## config.mk

```make
export PLATFORM = sky130hd
export DESIGN_NAME = seq_mult_16bit
export DESIGN_NICKNAME = d
export VERILOG_FILES = /design/src/rtl/seq_mult_16bit.sv
export SDC_FILE = /design/constraint.sdc
export NUM_CORES = 1
export LEC_CHECK = 0
export CAP_MARGIN = 20
export CORE_UTILIZATION = 30
export CTS_BUF_LIST = sky130_fd_sc_hd__clkbuf_4 sky130_fd_sc_hd__clkbuf_8 sky130_fd_sc_hd__clkbuf_16
export DETAILED_ROUTE_END_ITERATION = 8
export HOLD_SLACK_MARGIN = 0.12
export SYNTH_ARGS = -nofsm -noshare
export SYNTH_HDL_FRONTEND = slang
export SYNTH_HIERARCHICAL = 1
export SYNTH_SLANG_ARGS = --single-unit
```

## constraint.sdc

```tcl
create_clock -name clk -period 5.4 [get_ports clk]
set_input_delay 0.81 -clock clk [delete_from_list [all_inputs] [get_ports clk]]
set_output_delay 0.81 -clock clk [all_outputs]
set_load 0.05 [all_outputs]
```

## src/rtl/seq_mult_16bit.sv

```systemverilog
// Sequential 16x16 unsigned shift-add multiplier: one CLA add per cycle, 16 cycles per product.
// Also contains lcu_cla_16bit, the two-level carry-lookahead adder used for accumulation.

module lcu_cla_16bit (
    input  logic [15:0] a,
    input  logic [15:0] b,
    input  logic        cin,
    output logic [15:0] s,
    output logic        c
);
    logic [15:0] g, p, cbit;
    logic [3:0]  gg, gp;
    logic [4:0]  cg;

    assign g = a & b;
    assign p = a ^ b;

    // Group carries come from the lookahead unit, never rippled between groups
    assign cg[0] = cin;
    assign cg[1] = gg[0] | (gp[0] & cg[0]);
    assign cg[2] = gg[1] | (gp[1] & gg[0]) | (gp[1] & gp[0] & cg[0]);
    assign cg[3] = gg[2] | (gp[2] & gg[1]) | (gp[2] & gp[1] & gg[0])
                 | (gp[2] & gp[1] & gp[0] & cg[0]);
    assign cg[4] = gg[3] | (gp[3] & gg[2]) | (gp[3] & gp[2] & gg[1])
                 | (gp[3] & gp[2] & gp[1] & gg[0])
                 | (gp[3] & gp[2] & gp[1] & gp[0] & cg[0]);
    assign c = cg[4];

    genvar gi;
    generate
        for (gi = 0; gi < 4; gi++) begin : g_group
            localparam int B = gi * 4;
            assign cbit[B]   = cg[gi];
            assign cbit[B+1] = g[B] | (p[B] & cg[gi]);
            assign cbit[B+2] = g[B+1] | (p[B+1] & g[B]) | (p[B+1] & p[B] & cg[gi]);
            assign cbit[B+3] = g[B+2] | (p[B+2] & g[B+1]) | (p[B+2] & p[B+1] & g[B])
                             | (p[B+2] & p[B+1] & p[B] & cg[gi]);
            assign gg[gi] = g[B+3] | (p[B+3] & g[B+2]) | (p[B+3] & p[B+2] & g[B+1])
                          | (p[B+3] & p[B+2] & p[B+1] & g[B]);
            assign gp[gi] = &p[B+3:B];
            assign s[B+3:B] = p[B+3:B] ^ cbit[B+3:B];
        end
    endgenerate
endmodule

module seq_mult_16bit (
    input  logic        clk,
    input  logic        rst_n,
    input  logic        start,
    input  logic [15:0] a,
    input  logic [15:0] b,
    output logic        busy,
    output logic        done,
    output logic [31:0] product
);
    typedef enum logic {IDLE, RUN} state_t;

    state_t      state_reg;
    logic [15:0] m_reg, acc_reg, q_reg;
    logic [4:0]  count_reg;
    logic [15:0] add_b, sum;
    logic        carry;

    // Operand gating by mux keeps the adder in the path every cycle
    assign add_b = q_reg[0] ? m_reg : 16'h0000;

    lcu_cla_16bit u_add (
        .a   (acc_reg),
        .b   (add_b),
        .cin (1'b0),
        .s   (sum),
        .c   (carry)
    );

    always_ff @(posedge clk or negedge rst_n) begin
        if (!rst_n) begin
            state_reg <= IDLE;
            busy      <= 1'b0;
            done      <= 1'b0;
            product   <= 32'h0;
            m_reg     <= 16'h0;
            acc_reg   <= 16'h0;
            q_reg     <= 16'h0;
            count_reg <= 5'd0;
        end else begin
            done <= 1'b0;
            case (state_reg)
                IDLE: begin
                    if (start) begin
                        m_reg     <= a;
                        q_reg     <= b;
                        acc_reg   <= 16'h0;
                        count_reg <= 5'd0;
                        busy      <= 1'b1;
                        state_reg <= RUN;
                    end
                end
                RUN: begin
                    // Carry out becomes ACC[15], so the 32-bit result never overflows
                    acc_reg   <= {carry, sum[15:1]};
                    q_reg     <= {sum[0], q_reg[15:1]};
                    count_reg <= count_reg + 5'd1;
                    if (count_reg == 5'd15) begin
                        product   <= {carry, sum[15:1], sum[0], q_reg[15:1]};
                        done      <= 1'b1;
                        busy      <= 1'b0;
                        state_reg <= IDLE;
                    end
                end
                default: state_reg <= IDLE;
            endcase
        end
    end
endmodule

```

# After elaboration in Yosys (flattened, before gate mapping)
# Cells that the tools add are included.
totals:
  inputBits: 35
  output_inout_bits: 34
  wordCells: 139
  register_bits: 88
op_classes:
  reduce_logical: 6
  add_sub_neg: 1
  n_mux: 15
  n_bitwise: 106
  eq_ne: 3
op_table:
  columns: ["operator", "count"]
  rows:
  - ["16-bit one-hot mux with 2 select lines", 2]
  - ["1-bit AND", 60]
  - ["16-bit two-way mux", 3]
  - ["1-bit bitwise OR", 39]
  - ["16-bit AND", 1]
  - ["16-bit XOR", 1]
  - ["4-bit XOR", 4]
  - ["4-bit AND reduction", 3]
  - ["5-bit one-hot mux with 2 select lines", 1]
  - ["1-bit two-way mux", 6]
  - ["2-bit AND reduction", 3]
  - ["5-bit by 1-bit adder with 5-bit output (second input constant)", 1]
  - ["5-bit by 4-bit == test with 1-bit output (second input constant)", 1]
  - ["5-bit two-way mux", 1]
  - ["1-bit one-hot mux with 2 select lines", 2]
  - ["2-bit by 1-bit != test with 1-bit output (second input constant)", 1]
  - ["2-bit != test (second input constant)", 1]
  - ["1-bit NOT", 1]

# Logic depth before layout (Yosys ltp)
# Gate-level depths: netlist of run 1.
depth:
  ltp_word: 13
  ltp_mapped: 11
  ltp_nobuf: 10

# Hierarchy
# Netlist of run 1, hierarchy kept.
modules_own_cells:
  columns: ["module", "cells_each", "seq_area_each_um2", "instances", "area_each_um2"]
  rows:
  - ["seq_mult_16bit", 262, 2202.1, 1, 3624.7]
  - ["lcu_cla_16bit", 100, 0.0, 1, 833.3]

# Least setup slack after synthesis of run 1
# No wires, ideal clock.
synth_timing:
  path_type: "reg2reg"
  from: "reg q_reg[0]"
  to: "reg product[28]"
  required_ps: 5275
  period_less_slack_ps: 2810
  slack_ps: 2590
  setup_time_ps: 125
  path_buffers: 0
  arrival_ps: 2685
  path_stages_with_launch: 11
  cell_sequence: "dfrtp_1 > and2_1 > ha_1 > and2_4 > a221oi_4 > a2111oi_0 > nor3b_1 > inv_1 > fa_1 > xor2_1 > mux2_2"
synth_between:
  elab_cells_between_ends: 37
  classes_between: "1 x mux; 34 x bitwise; 2 x reduce/logical"
synth_lines:
  columns: ["element", "line", "rtl"]
  rows:
  - ["from (decl)", "59", "logic [15:0] m_reg, acc_reg, q_reg;"]
  - ["from (signal assigned)", "101", "q_reg <= {sum[0], q_reg[15:1]};"]
  - ["16-bit two-way mux (*)", "65", "assign add_b = q_reg[0] ? m_reg : 16'h0000;"]
  - ["via add_b[3]", "61", "logic [15:0] add_b, sum;"]
  - ["16-bit XOR", "16", "assign p = a ^ b;"]
  - ["1-bit AND, on equally long branches", "38, 39", null]
  - ["1-bit bitwise OR (tied with other cells)", "38", "assign gg[gi] = g[B+3] | (p[B+3] & g[B+2]) | (p[B+3] & p[B+2] & g[B+1])"]
  - ["1-bit bitwise OR or 1-bit AND (tied branches)", "38, 39", null]
  - ["1-bit bitwise OR (*)", "39", "| (p[B+3] & p[B+2] & p[B+1] & g[B]);"]
  - ["1-bit AND (*)", "22", "assign cg[3] = gg[2] | (gp[2] & gg[1]) | (gp[2] & gp[1] & gg[0])"]
  - ["1-bit bitwise OR (*)", "22", null]
  - ["1-bit AND (*)", "34", "assign cbit[B+1] = g[B] | (p[B] & cg[gi]);"]
  - ["1-bit bitwise OR (*)", "34", null]
  - ["4-bit XOR (*)", "41", "assign s[B+3:B] = p[B+3:B] ^ cbit[B+3:B];"]
  - ["via sum[13]", "61", null]
  - ["to (signal assigned)", "104", "product <= {carry, sum[15:1], sum[0], q_reg[15:1]};"]
  - ["to (decl)", "54", "output logic [31:0] product"]
# The timed path passes the listed nets; every way through them passes the cells marked *.
# A chain may end at the register's enable or synchronous reset.

# Final worst setup path of run 1
# Ends and elaborated chain as after synthesis.

==> reports/metrics.cfg, run 1 <==
[placed_design]
io_buffers = 68
place.gp.congestion = 0.876
hpwl_mm = 6.62
pre_cts_slack_ns = 2.19
post-place-cells = 601

[sta]
fin_crit_sh_pct = 59.2
fmax_mhz = 313
relSlewSlack_pct = 42.3
tns_ns = 0
setup_viol = 0
setup_slack_ns = 2.20
hold_viol_final = 0
tightest_slew_ns = 0.862
slew_violations = 0
rsz0062_at_grt = no
fin_skew_ns = 0.00684
period_needed_ns = 3.20

[clocking]
cts_setup_buffers = 0
postCtsHoldBufs = 0
clockBufferDepth = 2
htreeDepth = 3
cts-root-buf = clkbuf_16
clk_pin_slew_ns = 0.07
worstSkewPairLatency_ns = 0.34
cts_buffers = 9
cts_resized = 0
tritoncts = built
clock_sinks = 88

[power_and_ir_drop]
ir_drop_mv = 0.258
power_density_nw_per_um2 = 685
p_leak_uw = 0.00252
power_uw = 3830

[global_routing]
grt_use_met3_pct = 3.02
grt_busiest_layer = met2
antenna_found_initial = 0
grt_max_degree = 51
grt_pass1_wl_mm = 15.4
grtUsageMet1_pct = 18.1
gr-usage-met2_pct = 19.9
grt_use_total_pct = 13.3
grt_overflow = 0
grt_pass1_vias = 3026

[yosys]
yosys.area.top_type_share_pct = 49.4
synthTopCellsByCount = dfrtp_1, mux2_2, nand2_1
ys_ff_latch = 88
yosysMostFrequentCell = dfrtp_1
ys.flop_type = dfrtp_1
ys_types = 52
syn-cell-area_um2 = 4460
synth_edf_count = 0
ys_top_cells_by_area = dfrtp_1, mux2_2, ha_1, mux2i_1, mux2_4
ys_async_sr_fraction_pct = 100
yosysWarnings = 6
syn-mean-instance-area_um2 = 12.3
ys_seq_area_share_pct = 49.4
yosysTopAreaCell = dfrtp_1
syn_inst = 362

[detailed_routing]
drc_errors = 0
vias = 2975
wl_per_cell_um = 15.4
drt_pre_antenna_iters = 4
drt_wl_total_mm = 9.51
antenna_left = 0
drt-initial-drc-count = 98
vias_per_cell = 4.82

[final_layout]
diodes = 0
drive_gt1_share_pct = 18.9
instances_no_fill = 617
fill_cells = 1427
largest_reg_flops = 32
finish.net_count = 486
area.sequential_um2 = 2200
multiInputGateArea_um2 = 2110
area_delta_synth_final_pct = 25.4
regMostFlops = product

[setup_path]
worst_setup_path_end_kind = flop
arrival_ns = 3.43
cpMaxStageDelayCell = dfrtp_1
r2r_start = q_reg[0]
crit_path_start_kind = flop
critPathTopFamily = simple AND/OR/NAND/NOR gates
crit_type = reg2reg
crit_required_ns = 5.63
path_cells = and2_1 > ha_1 > and2_4 > a221oi_4 > a2111oi_0 > nor3b_1 > inv_1 > fa_1 > xor2_1 > mux2_2
reg2regPathDepth = 10
reg2reg_slack_ns = 2.20
path_depth = 10
critPathBufInv = 1
slowest_delay_ns = 0.55
cp_max_fo = 17
r2r_end = product[28]

[worst_hold_path]
hold_class = in2async

[run]
maxCapViolCount = 0

[die]
core_um2 = 14500
die_y_um = 124
start_util_pct = 30.7
io_pins = 69
die_area_um2 = 15400
die_w_um = 124
placementRows = 44

[outcome]
status = finished, final reports clean

cells in the final DEF (no fill, tap or decap), drive strengths merged, types with 2 or more instances in the layout:
master	instances
and2	17
nand4	2
nor3	2
fa	4
o2111ai	2
nand2	23
or2	2
nor2	14
nor3b	2
xnor2	6
clkbuf	9
nor2b	3
conb	2
a21o	2
clkinv	2
buf	4
nand2b	4
xor2	4
a22o	16
inv	14
nand3	5
mux2i	17
clkdlybuf4s50	67
o31a	2
a21oi	10
and3	2
dfrtp	88
mux2	48
ha	19
o21a	2
o41ai	3
a211oi	3
o21ai	21
worst max path at each step:
stage | from | endpoint | slack [ns]
after floorplan | q_reg[0] | product[28] | 2.59
after global placement | q_reg[0] | product[28] | 2.26
after detailed placement | q_reg[0] | product[28] | 2.19
after CTS | q_reg[0] | product[28] | 2.18
after global routing | q_reg[0] | product[28] | 1.97
final | q_reg[0] | product[28] | 2.20
metrics by stage:
step                instance area (µm²)  hold WS, ns  util, %
finish                             5590        0.431     38.5
global placement                   5290        0.487     36.4
detailed placement                 5290        0.487     36.4
global route                       5590        0.480     38.5
CTS                                5590        0.455     38.5
floorplan                          4460        0.470        -
layout make-up:
| class | instances | share of cell area (%) |
|---|---|---|
| flip-flops and latches | 88 | 39.4 |
| multi-input cells | 247 | 37.8 |
| repair buffers | 71 | 12.5 |
| well taps | 184 | 4.12 |
| clock buffers | 9 | 4.03 |
| clock inverters | 7 | 1.39 |
| inverters | 11 | 0.739 |
per-layer routing:
metal / share of wire, % / up-vias
met5: 0 / -
met4: 2.6 / 0
met3: 4.0 / 20
met2: 45 / 66
met1: 49 / 1465
li1: - / 1424
where the power goes:
part | total, µW | switching, µW | internal, µW | leakage, µW
logic | 1980 | 1090 | 889 | 0.00131
clock network | 634 | 270 | 363 | 0.000147
registers | 1210 | 225 | 987 | 0.00107
total | 3830 | 1590 | 2240 | 0.00252
logic make-up (layout without fill, tap and decap cells):
logic type / after synthesis / after routing / share of synthesized area (%)
DFF: 88 / 88 / 49.4
xor gates and xnor gates: 10 / 10 / 1.96
and+or+nand+nor: 77 / 77 / 9.29
other: 1 / 2 / 0.0841
AOI/OAI and AO/OA: 70 / 70 / 12.0
muxes: 65 / 65 / 16.8
buffers and inverters: 28 / 98 / 3.34
adders and majority gates: 23 / 23 / 7.13
Note: power is estimated with default switching activity, not from simulation.
==> inputs of run 2 (changes only) <==
==> constraint.sdc (replaced) <==
create_clock -name clk -period 3.1 [get_ports clk]
set_input_delay 0.465 -clock clk [delete_from_list [all_inputs] [get_ports clk]]
set_output_delay 0.465 -clock clk [all_outputs]
set_load 0.05 [all_outputs]
==> reports/metrics.cfg, run 2 (synthesized netlist as in run 1, its figures left out) <==
[die]
die_w_um = 124
die_y_um = 124
start_util_pct = 30.7
core_um2 = 14500
die_area_um2 = 15400
io_pins = 69
placementRows = 44

[setup_path]
path_cells = buf_4 > and2_1 > ha_1 > a21o_1 > o21ba_2 > nor2_1 > nor3b_2 > inv_1 > fa_1 > xor2_1 > mux2_2
slowest_delay_ns = 0.42
crit_type = reg2reg
startpoint = q_reg[0]
arrival_ns = 3.14
cpMaxStageDelayCell = dfrtp_1
crit_required_ns = 3.33
reg2reg_slack_ns = 0.19
cp_max_fo = 12
r2r_start = q_reg[0]
crit_path_start_kind = flop
worst_setup_path_end_kind = flop

[power_and_ir_drop]
clkPwrFrac_pct = 17.7
pwr-share-comb_pct = 51.7
switchingPower_uw = 2770
internal_power_uw = 4060
power_density_nw_per_um2 = 1200
sw_frac_of_total_pct = 40.6
power_uw = 6830
p_leak_uw = 0.00257
ir_drop_mv = 0.367
seqPwrFrac_pct = 30.6

[sta]
fin_crit_sh_pct = 93.8
slew_violations = 0
tns_ns = 0
hold_viol_final = 0
fin_skew_ns = 0.00680
setup_slack_ns = 0.191
period_needed_ns = 2.91
setup_viol = 0
tightest_slew_ns = 0.794
fmax_mhz = 344
hold-worst-slack_ns = 0.143
relSlewSlack_pct = 47.0
rsz0062_at_grt = no

[global_routing]
grt_use_total_pct = 13.9
grt_overflow = 0
grt_max_degree = 52
grt_pass1_vias = 3107
antenna_found_initial = 0
grt_pass1_wl_mm = 16.1

[final_layout]
utilization_pct = 39.0
area.sequential_um2 = 2200
final_cell_mix = dfrtp_1, clkdlybuf4s50_1, mux2_2, nand2_1, o21ai_0
area_delta_synth_final_pct = 27.3
regMostFlops = product
finish.net_count = 491
diodes = 0
multiInputGateArea_um2 = 2120
largest_reg_flops = 32
fill_cells = 1455
layout_commonest_cell = dfrtp_1
drive_gt1_share_pct = 20.1

[clocking]
tritoncts = built
cts-root-buf = clkbuf_16
clockBufferDepth = 2
cts_buffers = 9
cts_setup_buffers = 0
worstSkewPairLatency_ns = 0.35
clock_sinks = 88
htreeDepth = 3
clk_pin_slew_ns = 0.06

[run]
maxCapViolCount = 0

[placed_design]
hpwl_mm = 6.73
place.gp.congestion = 0.844
io_buffers = 68
pre_cts_slack_ns = 0.123

[detailed_routing]
drt_wl_total_mm = 9.66
vias = 3029
drc_errors = 0
drt-initial-drc-count = 117
antenna_left = 0
wl_per_cell_um = 15.5
drt_pre_antenna_iters = 4
vias_per_cell = 4.87

[worst_hold_path]
hold_class = in2async

[outcome]
status = finished, final reports clean

-- run 2: cell types whose count changed in the layout (fill, tap and decap cells not counted), sizes merged --
cell / delta
buf: +5
bufinv: +1
clkbuf: +2
clkinv: +1
clkinvlp: -1
inv: -3
-- run 2: metrics by stage --
stage	area, µm²	cells
after floorplan	4460	363
final	5670	622
after global routing	5670	622
after CTS	5670	622
after global placement	5340	606
after detailed placement	5340	606
-- run 2: repair_timing --
item / CTS / global route
endpoints found under the setup margin: 0 / 2
endpoints found under the hold margin: 0 / 0
hold buffers: 0 / 0
resized for setup: 0 / 2
-- run 2: layout make-up --
class | instances | share of cell area (%)
flip-flops and latches | 88 | 38.8
repair buffers | 76 | 13.2
inverters | 11 | 0.728
multi-input cells | 247 | 37.3
well taps | 184 | 4.06
clock buffers | 11 | 4.45
clock inverters | 5 | 1.39
-- run 2: path summary, 6_finish.rpt --
check                         endpoint  cells past startpoint
setup reg to reg           product[28]                     11
max in group asynchronous     q_reg[5]                      2
hold reg to reg             acc_reg[1]                      1
min in group clk            acc_reg[1]                      1
setup / recovery           product[28]                     11
hold / removal             product[20]                      1
-- run 2: per-layer routing --
| metal | wire, µm | GRT usage [%] | up-vias |
|---|---|---|---|
| li1 | - | - | 1431 |
| met3 | 256 | 2.75 | 14 |
| met4 | 201 | 6.55 | 0 |
| met1 | 4730 | 18.4 | 1537 |
| met2 | 4470 | 21.7 | 47 |
| met5 | 0 | 0 | - |
-- run 2: critical path, delay by kind of cell, from the launching register on --
| kind | cells | cell delay, ns |
|---|---|---|
| fa+ha+maj | 2 | 0.75 |
| flops | 1 | 0.42 |
| mux | 1 | 0.26 |
| simple gates | 3 | 0.42 |
| compound gates | 2 | 0.52 |
| buf+inv | 2 | 0.27 |
| xor+xnor | 1 | 0.16 |
-- run 2: power by group through the flow --
stage / logic (µW) / clock network (µW) / registers [µW]
finish: 3530 / 1210 / 2090
CTS: 3560 / 1240 / 2110
global route: 3830 / 1290 / 2180
global placement: 3430 / 0 / 2100
floorplan: 1950 / 0 / 2690
detailed placement: 3550 / 0 / 2120
